<file path="src/rtl/run_fifo_reader.sv">
// run_fifo_reader
// Pops 23-bit words from a run FIFO and turns them into pixel runs, line
// markers and frame markers.
//
// Word format:
//   bit22 = 0 : run, start column = [21:11], end column = [10:0]
//   bit22 = 1 : marker, payload [21:0] = 0 end-of-line, = 1 end-of-frame
//
// Ports:
//   clk, rst_n   - single rising-edge clock, asynchronous active-low reset
//   fifo_empty   - run FIFO empty flag
//   fifo_dout    - run FIFO read word, valid the cycle after fifo_rd_en
//   fifo_rd_en   - run FIFO pop strobe (one cycle, only in FETCH)
//   run_valid    - decoded run available, held until run_ready
//   run_ready    - consumer accepts run
//   run_start    - first pixel column of run
//   run_end      - last pixel column of run
//   run_row      - row index of run
//   line_done    - one-cycle pulse per end-of-line marker
//   frame_done   - one-cycle pulse per end-of-frame marker
//   frame_runs   - runs emitted in the last completed frame
//   bad_word     - one-cycle pulse when a word is discarded
module run_fifo_reader #(
  parameter int unsigned ROW_BITS = 10,
  parameter int unsigned CNT_BITS = 16
) (
  input  logic                clk,
  input  logic                rst_n,
  input  logic                fifo_empty,
  input  logic [22:0]         fifo_dout,
  output logic                fifo_rd_en,
  output logic                run_valid,
  input  logic                run_ready,
  output logic [10:0]         run_start,
  output logic [10:0]         run_end,
  output logic [ROW_BITS-1:0] run_row,
  output logic                line_done,
  output logic                frame_done,
  output logic [CNT_BITS-1:0] frame_runs,
  output logic                bad_word
);

  typedef enum logic [1:0] {
    IDLE   = 2'd0,
    FETCH  = 2'd1,
    DECODE = 2'd2,
    EMIT   = 2'd3
  } state_e;

  localparam logic [ROW_BITS-1:0] ROW_MAX = '1;
  localparam logic [CNT_BITS-1:0] CNT_MAX = '1;

  state_e              state_q, state_d;
  logic [10:0]         run_start_q, run_start_d;
  logic [10:0]         run_end_q, run_end_d;
  logic [ROW_BITS-1:0] run_row_q, run_row_d;
  logic [ROW_BITS-1:0] row_q, row_d;
  logic [CNT_BITS-1:0] run_cnt_q, run_cnt_d;
  logic [CNT_BITS-1:0] frame_runs_q, frame_runs_d;
  logic                line_done_q, line_done_d;
  logic                frame_done_q, frame_done_d;
  logic                bad_word_q, bad_word_d;

  // Field views of the word currently presented by the FIFO.
  logic        wordIsMarker;
  logic [10:0] wordStart;
  logic [10:0] wordEnd;
  logic [21:0] wordPayload;

  assign wordIsMarker = fifo_dout[22];
  assign wordStart    = fifo_dout[21:11];
  assign wordEnd      = fifo_dout[10:0];
  assign wordPayload  = fifo_dout[21:0];

  // Next-state and output logic. The word popped in FETCH is only valid
  // during DECODE, so it is classified and captured in that one cycle. The
  // marker/bad pulses are registered, which makes them appear on the cycle
  // after DECODE and keeps them exactly one cycle wide. A run moves to EMIT
  // and holds its fields until the consumer takes it; nothing is popped
  // while a run is outstanding.
  always_comb begin
    state_d      = state_q;
    run_start_d  = run_start_q;
    run_end_d    = run_end_q;
    run_row_d    = run_row_q;
    row_d        = row_q;
    run_cnt_d    = run_cnt_q;
    frame_runs_d = frame_runs_q;
    line_done_d  = 1'b0;
    frame_done_d = 1'b0;
    bad_word_d   = 1'b0;
    fifo_rd_en   = 1'b0;

    case (state_q)
      IDLE: begin
        if (!fifo_empty) begin
          state_d = FETCH;
        end
      end

      FETCH: begin
        // Guard against a FIFO that drained externally since IDLE.
        if (fifo_empty) begin
          state_d = IDLE;
        end else begin
          fifo_rd_en = 1'b1;
          state_d    = DECODE;
        end
      end

      DECODE: begin
        state_d = IDLE;
        if (!wordIsMarker) begin
          if (wordStart <= wordEnd) begin
            run_start_d = wordStart;
            run_end_d   = wordEnd;
            run_row_d   = row_q;
            state_d     = EMIT;
          end else begin
            bad_word_d = 1'b1;
          end
        end else if (wordPayload == 22'd0) begin
          line_done_d = 1'b1;
          if (row_q != ROW_MAX) begin
            row_d = row_q + ROW_BITS'(1);
          end
        end else if (wordPayload == 22'd1) begin
          frame_done_d = 1'b1;
          frame_runs_d = run_cnt_q;
          run_cnt_d    = '0;
          row_d        = '0;
        end else begin
          bad_word_d = 1'b1;
        end
      end

      EMIT: begin
        if (run_ready) begin
          if (run_cnt_q != CNT_MAX) begin
            run_cnt_d = run_cnt_q + CNT_BITS'(1);
          end
          state_d = IDLE;
        end
      end

      default: begin
        state_d = IDLE;
      end
    endcase
  end

  // State and datapath registers. Reset drops any popped or pending word
  // by returning to IDLE and clearing every visible output.
  always_ff @(posedge clk or negedge rst_n) begin
    if (!rst_n) begin
      state_q      <= IDLE;
      run_start_q  <= '0;
      run_end_q    <= '0;
      run_row_q    <= '0;
      row_q        <= '0;
      run_cnt_q    <= '0;
      frame_runs_q <= '0;
      line_done_q  <= 1'b0;
      frame_done_q <= 1'b0;
      bad_word_q   <= 1'b0;
    end else begin
      state_q      <= state_d;
      run_start_q  <= run_start_d;
      run_end_q    <= run_end_d;
      run_row_q    <= run_row_d;
      row_q        <= row_d;
      run_cnt_q    <= run_cnt_d;
      frame_runs_q <= frame_runs_d;
      line_done_q  <= line_done_d;
      frame_done_q <= frame_done_d;
      bad_word_q   <= bad_word_d;
    end
  end

  // run_valid comes straight from the state so it falls as soon as reset
  // forces IDLE, without waiting for a clock.
  assign run_valid  = (state_q == EMIT);
  assign run_start  = run_start_q;
  assign run_end    = run_end_q;
  assign run_row    = run_row_q;
  assign line_done  = line_done_q;
  assign frame_done = frame_done_q;
  assign bad_word   = bad_word_q;
  assign frame_runs = frame_runs_q;

endmodule

</file>
<file path="config.mk">
export PLATFORM = sky130hd
export DESIGN_NAME = run_fifo_reader
export DESIGN_NICKNAME = d
export VERILOG_FILES = /design/src/rtl/run_fifo_reader.sv
export SDC_FILE = /design/constraint.sdc
export NUM_CORES = 1
export LEC_CHECK = 0
export CAP_MARGIN = 20
export CELL_PAD_IN_SITES_DETAIL_PLACEMENT = 2
export CELL_PAD_IN_SITES_GLOBAL_PLACEMENT = 2
export CORE_MARGIN = 2
export CORE_UTILIZATION = 36
export CTS_CLUSTER_SIZE = 8
export DETAILED_ROUTE_END_ITERATION = 7
export GPL_ROUTABILITY_DRIVEN = 0
export PLACE_DENSITY_LB_ADDON = 0.1
export SLEW_MARGIN = 20
export SYNTH_ARGS = -nofsm -noshare
export SYNTH_HDL_FRONTEND = slang
export SYNTH_SLANG_ARGS = --single-unit
</file>
<file path="constraint.sdc">
create_clock -name clk -period 3.3 [get_ports clk]
set_input_delay 0.66 -clock clk [delete_from_list [all_inputs] [get_ports clk]]
set_output_delay 0.66 -clock clk [all_outputs]
set_load 0.05 [all_outputs]
</file>
* Yosys cells after proc, flatten, opt, wreduce, memory -nomap -nowiden
Index checks and enable logic that the tools add are counted.
** Word-level totals
- Bits in registers :: 79
- Output and inout port bits :: 53
** Operators by class
- Add/subtract/negate cells :: 2
- Order comparisons :: 1
- Equal/unequal tests :: 13
- Multiplexer cells :: 29
- Bitwise gates (word level) :: 2
- Reductions and logical operators :: 9
** Operators by type and width (number)
- 2-to-1 mux 16 bit :: 5
- case mux 16 bit (2 select lines) :: 1
- 2-to-1 mux 10 bit :: 3
- == test 22 x 1 -> 1 bit (second input constant) :: 1
- zero test 22 bit :: 1
- adder 16 x 1 -> 16 bit (second input constant) :: 1
- inequality test 16 bit (second input constant) :: 1
- 2-to-1 mux 1 bit :: 14
- less-or-equal comparator 11 bit :: 1
- adder 10 x 1 -> 10 bit (second input constant) :: 1
- 2-to-1 mux 2 bit :: 5
- inequality test 10 bit (second input constant) :: 1
- inequality test 2 bit (second input constant) :: 4
- case mux 2 bit (4 select lines) :: 1
- AND reduction 4 bit :: 2
- inequality test 2 x 1 -> 1 bit (second input constant) :: 3
- AND reduction 6 bit :: 1
- == test 2 bit (second input constant) :: 2
- nonzero test 2 bit :: 2
- AND reduction 3 bit :: 1
- == test 2 x 1 -> 1 bit (second input constant) :: 1
- zero test 2 bit :: 1
- NOT 1 bit :: 2
- AND reduction 2 bit :: 1

* Longest topological paths before layout
- Depth after elaboration :: 5
- Gate-level depth with buffers :: 8
- Depth with buffers taken out :: 7

* Least setup slack after synthesis
No wires, ideal clock.
- Path kind :: input to output
- Start point :: in fifo_empty
- End point :: out fifo_rd_en
- Arrival time :: 1834 ps
- Data required time :: 2640 ps
- Setup slack :: 806 ps
- Stages on the path :: 1
- Path buffers :: 0
- Cell sequence :: nor3b_1
** Between the ends
- Word-level cells in the longest chain between the ends :: 2
** Ends and longest elaborated chain
- from (decl) :: line 29 : input logic fifo_empty,
- 2-to-1 mux 1 bit :: line 103 : if (fifo_empty) begin
- 2-to-1 mux 1 bit :: line 94 : case (state_q)
- to (decl) :: line 31 : output logic fifo_rd_en,
Every way passes these cells.

* Worst setup path in the final report
- Start point :: in fifo_dout[8]
- End point :: reg run_start_q[8], in the netlist run_start[8]
** Between the ends
- Word-level cells in the longest chain between the ends :: 2
** Ends and longest elaborated chain
- from (decl) :: line 30 : input logic [22:0] fifo_dout,
- less-or-equal comparator 11 bit :: line 114 : if (wordStart <= wordEnd) begin
- AND reduction 3 bit (no line)
- to (signal assigned) :: line 168 : run_start_q <= run_start_d;
- to (decl) :: line 54 : logic [10:0] run_start_q, run_start_d;
Every way passes these cells.
A chain may end at the register's enable or synchronous reset.

==> metrics.txt <==
pwr dens 625 nW/um^2; Crit path largest cell delay 0.57 ns; Total GRT Usage 20.7%; # setup viols final 0; Post-Syn Nets 388; I/O Pins 80; proportion of layout cells with a drive suffix above 1 20.3%; CTS tree yes; Die Y 108 um; Resized cells post-CTS 0; Final Hold Viols 0; global-route wire length before repair 18.5 mm; Top delay family on crit path compound AO/OA/AOI/OAI gates; Data required, critical path 3.55 ns; CTS buffer count 9; nets@finish 479; Root Driver clkbuf_8; Slew HR 39.6%; # DRC 0; RSZ-0062 raised after global routing false; CP max FO 12; Die W 108 um; worst vdd ir 0.000606 V; Buf/Inv on CP 3; vias in the first global route 3557; grt ovf 0; max-cap violations 0; CTS max path bufs 2; syn avg cell area 11.3 sq um; #FFs+latches synth 79; slowest library cell on the worst path clkdlybuf4s50_1; crit path kind input port to register; CP endpoint kind register; max-slew violation count 0; wire per inst 19.3 um; antenna diode count 0; clk slew on worst S/H paths 0.09 ns; outcome complete, no violations; overall power 3.23 mW; starting density of the core 36.5%; arrival time at the worst endpoint 3.18 ns; clock skew 0.00892 ns; Port Buf Inserts 79; # hold bufs at CTS 0; Mapped Area 3920 sq um; largest net degree at the start of global routing 80; Final Non-Filler Cells 584; setup TNS 0 ns; DP Cell Count 567; CTS sink count 79; LEAKAGE 2.29 nW; Via Count 3200; Mapped Cells 348; Hold Path Class input port to asynchronous set/reset pin; Routed Antenna Nets 0; Worst Tran Pin Value 0.903 ns; via/cell ratio 5.48; Area after DPL 4940 sq um; CP Launch Type input port; Post-Route WL 11.3 mm; initial antenna violation count 0; Die ar. 11700 sq um; Finished Cell Area 5180 sq um; Tmin final 2.93 ns; First-pass DRT Iterations 4; area of the multi-input gates 1820 sq um; WHS 0.183 ns; Cell variety after synth 43; worst skew pair latency 0.37 ns; Post-DP HPWL 7.99 mm; Synth Warn # 0; Starting DRT DRC Count 83; Peak Freq 341 MHz; Fill cells 1136; ys async rst share 100%; area grow syn2layout 32.0%; Setup Buffers After CTS 0; Final period util 88.7%; Reg area 1980 sq um; # H-tree levels 3; Placeable Area 10700 sq um; crit-path cells clkdlybuf4s50_1 > inv_1 > ha_1 > a211oi_1 > nor2_1 > a2111oi_2 > o211ai_4 > buf_4 > mux2_2; number of synthesized flops with an enable pin 0; sequential share of the synthesized area 50.4%; row cnt 38; Top FF cell, synth dfrtp_1
[flip-flops by register name (all words and copies together), names as in the netlist]
| register | count |
|---|---|
| run_start | 11 |
| run_cnt_q | 16 |
| frame_runs | 16 |
| row_q | 10 |
| run_row | 10 |
| state_q | 2 |
| bad_word | 1 |
| run_end | 11 |
| frame_done | 1 |
| line_done | 1 |
[cell usage after synthesis, types with 2 or more instances]
cell type   n  share of area [%]
o21ai_0    19                2.4
or4_1      11                2.1
nor4_2      4                1.3
nor2_1     11                1.1
a211oi_1    2               0.38
and4_1      5                1.1
o211ai_1    3               0.57
dfrtp_1    79                 50
inv_1      15                1.4
a21oi_1    18                2.3
clkbuf_1    8               0.77
or4b_1      3               0.77
nand3b_1    3               0.57
nor3_1      3               0.38
buf_2       5               0.64
o41ai_1     3               0.67
nor4_1      9                1.4
and3_1     10                1.6
o31ai_1     8                1.5
nand3_1    10                1.3
or3_1       8                1.3
ha_1       13                4.1
nand4_1     9                1.4
a211o_1     3               0.67
mux2_2     48                 14
a31oi_1     3               0.48
nand2_1    19                1.8
[layout by cell type (no fill, tap or decap), drive strengths merged, types with 11 or more instances in the layout]
cell type	synthesis	final
a21oi	18	18
buf	7	18
clkbuf	8	11
clkdlybuf4s50	0	77
dfrtp	79	79
ha	13	13
inv	15	16
mux2	48	48
nand2	19	19
nor2	11	11
nor4	13	13
o21ai	19	19
or4	11	11
[layout make-up]
cell class	instances	area share, %
repair buffers	95	18.1
flip-flops and latches	79	38.2
well taps	140	3.38
clock buffers	11	2.92
multi-input cells	239	35.2
clock inverters	5	1.04
inverters	15	1.09
[path summary, 6_finish.rpt]
path | startpoint | end | slack, ns | depth (start not counted)
worst max register to register | run_cnt_q[6]$_DFFE_PN0P_ | run_cnt_q[7]$_DFFE_PN0P_ | 0.89 | 5
worst max-delay path | fifo_dout[8] | run_start[8]$_DFFE_PN0P_ | 0.37 | 9
worst min register to register | run_row[3]$_DFFE_PN0P_ | run_row[3]$_DFFE_PN0P_ | 0.51 | 1
worst min-delay path | rst_n | run_end[9]$_DFFE_PN0P_ | 0.18 | 1
max in group asynchronous | rst_n | run_end[2]$_DFFE_PN0P_ | 2.53 | 2
min in group clk | run_row[3]$_DFFE_PN0P_ | run_row[3]$_DFFE_PN0P_ | 0.51 | 1
[report_power, final]
group | internal, mW | leakage, nW | switching [mW]
clock network | 0.390 | 0.109 | 0.377
registers | 1.13 | 1.05 | 0.106
logic | 0.454 | 1.13 | 0.778
total | 1.97 | 2.29 | 1.26
[per-stage QoR]
stage	setup slack, ns	util, %
2_1_floorplan	0.806	-
3_3_place_gp	0.158	46.0
3_5_place_dp	0.0562	46.0
4_1_cts	0.389	47.9
5_1_grt	0.233	48.2
6_report	0.372	48.2
[cells by family (layout without fill, tap and decap cells)]
group / count (synthesis) / in the layout / synth area share, %
and+or+nand+nor: 112 / 112 / 17.5
muxes: 48 / 48 / 13.8
buffers and inverters: 30 / 126 / 3.32
AOI/OAI and AO/OA: 66 / 66 / 10.8
DFF: 79 / 79 / 50.4
adders and majority gates: 13 / 13 / 4.15
[routing by layer]
layer	vias to the layer above	track usage [%]	share of wire (%)
li1	1503	-	-
met1	1638	24.4	42
met2	50	36.9	53
met3	9	5.91	4.2
met4	0	5.22	1.1
met5	-	0	0
Note: power is estimated with default switching activity, not from simulation.
